==> config.mk <==
export PLATFORM = sky130hd
export DESIGN_NAME = modn_wrap_tracker
export DESIGN_NICKNAME = d
export VERILOG_FILES = /design/src/rtl/modn_wrap_tracker.sv
export SDC_FILE = /design/constraint.sdc
export NUM_CORES = 1
export LEC_CHECK = 0
export ABC_AREA = 1
export CAP_MARGIN = 5
export CORE_ASPECT_RATIO = 2
export CORE_MARGIN = 10
export CORE_UTILIZATION = 25
export CTS_BUF_LIST = sky130_fd_sc_hd__clkbuf_8 sky130_fd_sc_hd__clkbuf_16
export CTS_CLUSTER_SIZE = 10
export DETAILED_ROUTE_END_ITERATION = 8
export DONT_BUFFER_PORTS = 1
export SLEW_MARGIN = 30
export SYNTH_ARGS = -nofsm -noshare
export SYNTH_HDL_FRONTEND = slang
export SYNTH_SLANG_ARGS = --single-unit
==> constraint.sdc <==
create_clock -name clk -period 3.3 [get_ports clk]
set_input_delay 0.825 -clock clk [delete_from_list [all_inputs] [get_ports clk]]
set_output_delay 0.825 -clock clk [all_outputs]
set_load 0.02 [all_outputs]
==> src/rtl/modn_wrap_tracker.sv <==
// ---------------------------------------------------------------------------
// modn_wrap_tracker
//
// Watches the count bus of an upstream synchronous mod-N counter and checks
// that it advances 0,1,...,N-1,0,... one step per clock. Each legal N-1 -> 0
// rollover produces a one-cycle wrap_tick that advances a cascaded mod-M
// digit. Sequence errors are flagged (sticky), counted (saturating) and
// recovered from by resynchronising on the next zero.
//
// Ports:
//   clk        in   clock, all state changes on the rising edge
//   rst        in   synchronous active-high reset
//   cnt_in     in   [MSB-1:0] count value from the mod-N counter
//   clr_err    in   clears seq_err / err_count (a same-cycle error wins)
//   wrap_tick  out  one-cycle pulse per legal N-1 -> 0 rollover
//   digit      out  [TMSB-1:0] mod-M count of wrap ticks
//   digit_wrap out  one-cycle pulse when digit rolls M-1 -> 0
//   seq_err    out  sticky sequence-error flag
//   err_count  out  [EW-1:0] saturating count of sequence errors
//   state      out  [1:0] 00 SYNC, 01 TRACK, 10 FAULT
// All outputs are registered: a response to cnt_in sampled at edge k is
// visible right after edge k.
// ---------------------------------------------------------------------------
module modn_wrap_tracker #(
    parameter int N    = 10,
    parameter int MSB  = 4,
    parameter int M    = 6,
    parameter int TMSB = 3,
    parameter int EW   = 4
) (
    input  logic            clk,
    input  logic            rst,
    input  logic [MSB-1:0]  cnt_in,
    input  logic            clr_err,
    output logic            wrap_tick,
    output logic [TMSB-1:0] digit,
    output logic            digit_wrap,
    output logic            seq_err,
    output logic [EW-1:0]   err_count,
    output logic [1:0]      state
);

    typedef enum logic [1:0] {
        ST_SYNC  = 2'b00,
        ST_TRACK = 2'b01,
        ST_FAULT = 2'b10
    } state_t;

    // Constants sized to their operands so compares never truncate.
    localparam logic [MSB-1:0]  CNT_MAX   = MSB'(N - 1);
    localparam logic [MSB:0]    CNT_LIMIT = (MSB + 1)'(N);
    localparam logic [TMSB-1:0] DIGIT_MAX = TMSB'(M - 1);
    localparam logic [EW-1:0]   ERR_MAX   = '1;

    state_t          state_q, state_d;
    logic [MSB-1:0]  prev_q, prev_d;
    logic            wrap_tick_q, wrap_tick_d;
    logic [TMSB-1:0] digit_q, digit_d;
    logic            digit_wrap_q, digit_wrap_d;
    logic            seq_err_q, seq_err_d;
    logic [EW-1:0]   err_count_q, err_count_d;

    logic [MSB:0]    expected;
    logic            cnt_legal;
    logic            cnt_match;
    logic            err_now;

    // Next expected value, computed one bit wider than the bus so prev+1
    // cannot wrap around to a small legal value.
    always_comb begin
        expected  = (prev_q == CNT_MAX) ? '0 : ({1'b0, prev_q} + (MSB + 1)'(1));
        // Out-of-range values never match, even if prev itself was illegal.
        cnt_legal = ({1'b0, cnt_in} < CNT_LIMIT);
        cnt_match = cnt_legal && ({1'b0, cnt_in} == expected);
    end

    always_comb begin
        state_d      = state_q;
        prev_d       = cnt_in;
        wrap_tick_d  = 1'b0;
        digit_d      = digit_q;
        digit_wrap_d = 1'b0;
        seq_err_d    = seq_err_q;
        err_count_d  = err_count_q;
        err_now      = 1'b0;

        case (state_q)
            ST_SYNC: begin
                if (cnt_in == '0) begin
                    state_d = ST_TRACK;
                end
            end
            ST_TRACK: begin
                if (cnt_match) begin
                    // A match with prev at the top can only be the rollover.
                    if (prev_q == CNT_MAX) begin
                        wrap_tick_d = 1'b1;
                        if (digit_q == DIGIT_MAX) begin
                            digit_d      = '0;
                            digit_wrap_d = 1'b1;
                        end else begin
                            digit_d = digit_q + TMSB'(1);
                        end
                    end
                end else begin
                    state_d = ST_FAULT;
                    err_now = 1'b1;
                end
            end
            ST_FAULT: begin
                // Only a zero resynchronises; other values are not recounted.
                if (cnt_in == '0) begin
                    state_d = ST_TRACK;
                end
            end
            default: begin
                state_d = ST_SYNC;
            end
        endcase

        // A new error takes priority over a simultaneous clear.
        if (err_now) begin
            seq_err_d = 1'b1;
            if (clr_err) begin
                err_count_d = EW'(1);
            end else if (err_count_q != ERR_MAX) begin
                err_count_d = err_count_q + EW'(1);
            end
        end else if (clr_err) begin
            seq_err_d   = 1'b0;
            err_count_d = '0;
        end
    end

    always_ff @(posedge clk) begin
        if (rst) begin
            state_q      <= ST_SYNC;
            prev_q       <= '0;
            wrap_tick_q  <= 1'b0;
            digit_q      <= '0;
            digit_wrap_q <= 1'b0;
            seq_err_q    <= 1'b0;
            err_count_q  <= '0;
        end else begin
            state_q      <= state_d;
            prev_q       <= prev_d;
            wrap_tick_q  <= wrap_tick_d;
            digit_q      <= digit_d;
            digit_wrap_q <= digit_wrap_d;
            seq_err_q    <= seq_err_d;
            err_count_q  <= err_count_d;
        end
    end

    assign wrap_tick  = wrap_tick_q;
    assign digit      = digit_q;
    assign digit_wrap = digit_wrap_q;
    assign seq_err    = seq_err_q;
    assign err_count  = err_count_q;
    assign state      = state_q;

endmodule
-- Word-level counts from Yosys, hierarchy flattened
Index checks and enable logic that the tools add are counted.
- input port bits: 7
- register bits: 16
- word-level logic and storage cells: 48
- output and inout bits: 12
- bitwise operators: 3
- $add $sub $neg: 3
- equality and inequality tests: 8
- reduce and logical (&&, ||, !) cells: 11
- multiplexer cells: 15
- $lt $le $gt $ge: 1
- operator list (kind ; count):
    $mux W4 ; 4
    $mux W1 ; 6
    $add A4 B1 Y5 const B ; 1
    $eq A4 B5 Y1 ; 1
    $mux W5 ; 1
    $add A4 B1 Y4 const B ; 1
    $eq A4 B4 Y1 const B ; 1
    $logic_not A4 Y1 ; 1
    $lt A4 B4 Y1 const B ; 1
    $mux W2 ; 2
    $ne A4 B4 Y1 const B ; 1
    $pmux W2 S2 ; 1
    $reduce_and A2 Y1 ; 2
    $reduce_bool A2 Y1 ; 2
    $reduce_or A4 Y1 ; 1
    $add A3 B1 Y3 const B ; 1
    $eq A3 B3 Y1 const B ; 1
    $mux W3 ; 1
    $not A1 Y1 ; 3
    $reduce_and A3 Y1 ; 1
    $reduce_or A3 Y1 ; 1
    $eq A2 B1 Y1 const B ; 1
    $eq A2 B2 Y1 const B ; 1
    $logic_not A2 Y1 ; 1
    4 further kinds ; 4

-- Depth between registers and ports, before layout
- depth after elaboration: 8
- mapped depth: 13
- mapped depth without buffers: 13

-- Worst setup path after synthesis
No wires, ideal clock.
- path kind: input -> register
- from: input port cnt_in[0]
- to: register digit_q[1], in the netlist digit[1]
- data arrival time: 1.692 ns
- setup time: 0.114 ns
- path buffers: 0
- stages: 12
- slack: 1.494 ns
- required time: 3.186 ns
- path through: inv_1 -> nand2_1 -> nand2_1 -> nand2_1 -> nor2_1 -> nand2_1 -> nor2_4 -> nand3_2 -> nor2_2 -> nand2_1 -> nand3_1 -> nand2_1
- word-level cells in the longest chain between the ends: 3
- elaborated cells between the ends (all ways): 4
- those cells by class: order compare (1); eq/ne (1); reduce/logical (2)
- RTL lines (what ; line ; RTL):
    start, declared ; 33 ; input logic [MSB-1:0] cnt_in,
    $lt A4 B4 Y1 / $eq A4 B5 Y1 (equally long branches) ; 73, 74 ;
    $logic_and A1 B1 Y1 (*) ; 74 ; cnt_match = cnt_legal && ({1'b0, cnt_in} == expected);
    $reduce_and A3 Y1 (no source line) (*) ; n/a ;
    end signal, assigned ; 148 ; digit_q <= digit_d;
    end, declared ; 58 ; logic [TMSB-1:0] digit_q, digit_d;
Mark *: on every way between the ends. The rest lies on a longest branch, timed or not.
A chain may end at the register's enable or synchronous reset.

-- Final worst setup path
Same ends and word-level chain as after synthesis.

==> impl.org <==
** Outcome
- The flow ran to the end, and the final reports show no timing, DRC or antenna violations.

** Die
- Placeable core region :: 3341 µm²
- Initial Utilization :: 25.58%
- Num rows :: 30
- During I/O placement, the number of pins put on the boundary was 19.
- Measured along the x axis, the die boundary spans 61.34 µm.
- The floorplan step set the die height to 102.7 µm.
- Die area :: 6298 µm²

** Power and ir drop
- Pwr Total :: 402.2 µW
- Maximum vdd ir drop :: 0.0002568 V
- Pwr/cell area :: 425.2 nW/µm²
- Static power due to leakage :: 0.0004161 µW

** Setup path
- In this run the critical register-to-register path is launched from state[0]$_SDFFE_PP0P_.
- Among the stages of the critical path, the cell type that occurs most often is sky130_fd_sc_hd__nand2_1.
- In this run the worst path has a maximum fanout of 3.
- Capturing element type of the critical path :: flop
- Cell depth of the worst setup path :: 12
- Crit path buffers/inverters :: 1
- The critical path goes through inv_1, nand2_1, nand2_1, nand2_1, nor2_1, nand2_1, nor2_4, nand3_2, nor2_2, nand2_1, nand3_1, nand2_1.
- Tracing the worst setup path back leads to its startpoint at cnt_in[0].
- The critical path is of the input port to flop type.
- The worst register-to-register path has a depth of 7.
- Cell class contributing the biggest share of worst-path delay :: simple AND/OR/NAND/NOR gates
- The largest individual stage delay along the critical path comes from the cell sky130_fd_sc_hd__nor2_2.
- At the worst endpoint, the required time is 3440 ps.
- For the worst setup path, the data arrival time is 1840 ps.
- CP startpoint kind :: input port
- In this design, the stage delay of the slowest critical-path cell is 150 ps.

** Routing
- The pre-antenna-repair detailed-routing pass consisted of 2 iterations.
- Dividing the detail-routed wire length by the instance count gives 12.17 µm.
- The routed design has 1971 µm of wire.
- Remaining number of nets flagged by the antenna check after routing :: 0
- Dividing the detail-routed via count by the number of cells gives 4.716.
- The detailed router placed 764 vias in this run.
- For this run, design rule violations remaining after detail routing come to 0.
- Drt first-iter violations :: 16

** Cells and area
- Commonest cells after routing, fill and taps aside :: sky130_fd_sc_hd__nand2_1 (34), sky130_fd_sc_hd__inv_1 (18), sky130_fd_sc_hd__dfxtp_1 (16)
- Measured on the finished design, the core utilization comes to 28.31%.
- Signed area change from the synthesized netlist to the final layout :: 10.69%
- 0 antenna diodes ended up in the layout.
- Fraction of layout cells with a size suffix above 1 :: 12.31%
- After the flow finishes, the layout carries non-filler instances totaling 162.
- The net count of the finished layout is 139.
- Most common library cell in the layout ignoring fill and taps :: sky130_fd_sc_hd__nand2_1
- Counting the fill cells in the layout gives 379.

** Clock network
- In this run, post-CTS repair resized a total of 0 instances.
- CTS built an H-tree with a depth of 1.
- Clock tree synthesis selected as its root buffer the cell sky130_fd_sc_hd__clkbuf_8.
- Clock tree synthesis inserted a total of 3 buffers.
- Clock slew at reported path FFs :: 60 ps
- For this design, the CTS-stage hold fixing added 0 buffers.
- The number of setup buffers added after CTS is 0.
- Clock tree from TritonCTS :: done
- CTS saw 16 sinks.
- Worst skew pair latency :: 240 ps
- The longest clock path from root to sink contains 2 buffers.

** Timing
- Setup repair after global routing left no endpoint under its margin.
- Max Clock Freq :: 0.5890 GHz
- Setup tns final :: 0 ps
- The number of pins exceeding their max-slew limit in the final report is 0.
- The worst path uses 51.45% of the clock period.
- Worst slew pin tran :: 463.8 ps
- Final hold viol count :: 0
- Setup Viol. Count Final :: 0
- Hold is met by 577.2 ps.
- Remaining max-slew budget at the tightest pin :: 68.97%
- The smallest clock period supported by the final layout is computed as 1698 ps.
- Across the routed clock network, the largest skew measured is 2.113 ps.

** Synth
- After Yosys synthesis, XOR and XNOR cells account for 2.050% of the synthesized area.
- Number of distinct library cell variants in the gate-level netlist after synthesis :: 22
- Summing the areas of all compound-gate instances in the mapped netlist gives 6.442% of the synthesized area.
- By area, the combinational part of the netlist is dominated by simple AND/OR/NAND/NOR gates.
- Post-synthesis cell count :: 127
- Simple-gate portion of the synthesized area :: 43.78%
- In this run, synthesis produced a sequential element count of 16.
- Synthesized area per cell :: 6.729 µm²
- Multiplexer share of the synthesized area :: 0%
- Summed instance area of the synthesized netlist :: 854.6 µm²
- Syn_nets :: 135
- Post-Synth Adder-Cell Area :: 1.464%
- Warnings, synthesis :: 0
- The share of the Yosys chip area taken by registers is 37.48%.

** Global route
- For this run the aggregate overflow at the end of global routing stands at 0.
- In the global route stage, met2 resource usage came out at 12.68%.
- Aggregate global-route resource usage :: 7.063%
- Global routing met3 resource utilization :: 2.713%
- Maximum number of pins on one net before global-route repair :: 13
- The via count of the first global-routing pass is 741.
- The initial antenna violation count was 0.
- For met1 alone, demand over resource in global routing was 6.748%.
- First-pass GRT wire length :: 3387 µm
- Global routing's busiest layer :: met2

** Placement
- Once detailed placement completed, the half-perimeter wirelength came to 1653 µm.
- Number of cells after detailed placement :: 158
- I/O Buffers :: 0
- Routability-driven placement finished with a final weighted congestion of 0.7080.

** Worst hold path
- Startpoint of the lowest-slack hold path :: seq_err$_SDFFE_PP0P_
- Path class of the lowest-slack min-delay path :: flop to flop
- The worst hold path passes through 2 cells.

** Job
- Across the run, the number of max-cap violations was 0.
-- worst reg2reg max path: stages (launching register included) --
cell,delay (ps)
sky130_fd_sc_hd__dfxtp_1,480
sky130_fd_sc_hd__inv_1,90
sky130_fd_sc_hd__nor2_1,380
sky130_fd_sc_hd__nand3_2,150
sky130_fd_sc_hd__nor2_2,150
sky130_fd_sc_hd__nand2_1,90
sky130_fd_sc_hd__nand3_1,80
sky130_fd_sc_hd__nand2_1,50
-- flip-flops by register name, summed over array words and instances (netlist names) --
| register | cells |
|---|---|
| digit_wrap | 1 |
| prev_q | 4 |
| wrap_tick | 1 |
| seq_err | 1 |
| state | 2 |
| digit | 3 |
| err_count | 4 |
-- metrics by stage --
stage,cell area (µm²),setup WS (ps)
after floorplan,854.6,1494
after global placement,890.9,1347
after detailed placement,890.9,1330
after CTS,945.9,1587
after global routing,945.9,1432
final,945.9,1602
-- metal layers --
layer	up-vias	wire length, µm
li1	409	-
met1	342	705
met2	11	1096
met3	2	142
met4	0	26
met5	-	0
-- cells in the mapped netlist --
library cell                n  share of area (%)
sky130_fd_sc_hd__nand4_1    6                4.4
sky130_fd_sc_hd__nand2_1   34                 15
sky130_fd_sc_hd__nand3_2    2                2.3
sky130_fd_sc_hd__nor2_2     2                1.5
sky130_fd_sc_hd__nand2_2    2                1.5
sky130_fd_sc_hd__o21ai_0    4                2.3
sky130_fd_sc_hd__inv_1     18                7.9
sky130_fd_sc_hd__o21bai_1   1               0.88
sky130_fd_sc_hd__nor3_2     1                1.2
sky130_fd_sc_hd__a21boi_1   1               0.88
sky130_fd_sc_hd__a21oi_1    4                2.3
sky130_fd_sc_hd__ha_1       1                1.5
sky130_fd_sc_hd__nand2_4    1                1.3
sky130_fd_sc_hd__xor2_1     2                2.1
sky130_fd_sc_hd__nand3_1   11                6.4
sky130_fd_sc_hd__or2_2      2                1.5
sky130_fd_sc_hd__inv_2      1               0.44
sky130_fd_sc_hd__clkbuf_1   1               0.44
sky130_fd_sc_hd__nor2_4     1                1.3
sky130_fd_sc_hd__dfxtp_1   16                 37
sky130_fd_sc_hd__nor2_1    15                6.6
sky130_fd_sc_hd__nand3b_1   1               0.88
-- final timing paths --
kind                           end  slack (ps)
min reg2reg   seq_err$_SDFFE_PP0P_         580
max reg2reg  digit[1]$_SDFFE_PP0P_        1720
min           seq_err$_SDFFE_PP0P_         580
max          digit[1]$_SDFFE_PP0P_        1600
-- layout make-up --
cell class | count | area, µm² | share of cell area (%)
flip-flops and latches | 16 | 320.3 | 33.86
inverters | 19 | 71.32 | 7.540
well taps | 32 | 40.04 | 4.233
multi-input cells | 91 | 459.2 | 48.54
clock buffers | 4 | 55.05 | 5.820
-- kinds of logic after synthesis --
family	count (synthesis)
simple gates	78
buf+inv	20
flops	16
compound gates	10
xor+xnor	2
fa+ha+maj	1
-- power breakdown --
part           switching (µW)  total (µW)  internal (µW)
registers                6.32         203            197
clock network            63.9         169            106
logic                    19.1        29.2           10.2
total                    89.3         402            313
Power figures use the tool's default switching activity.
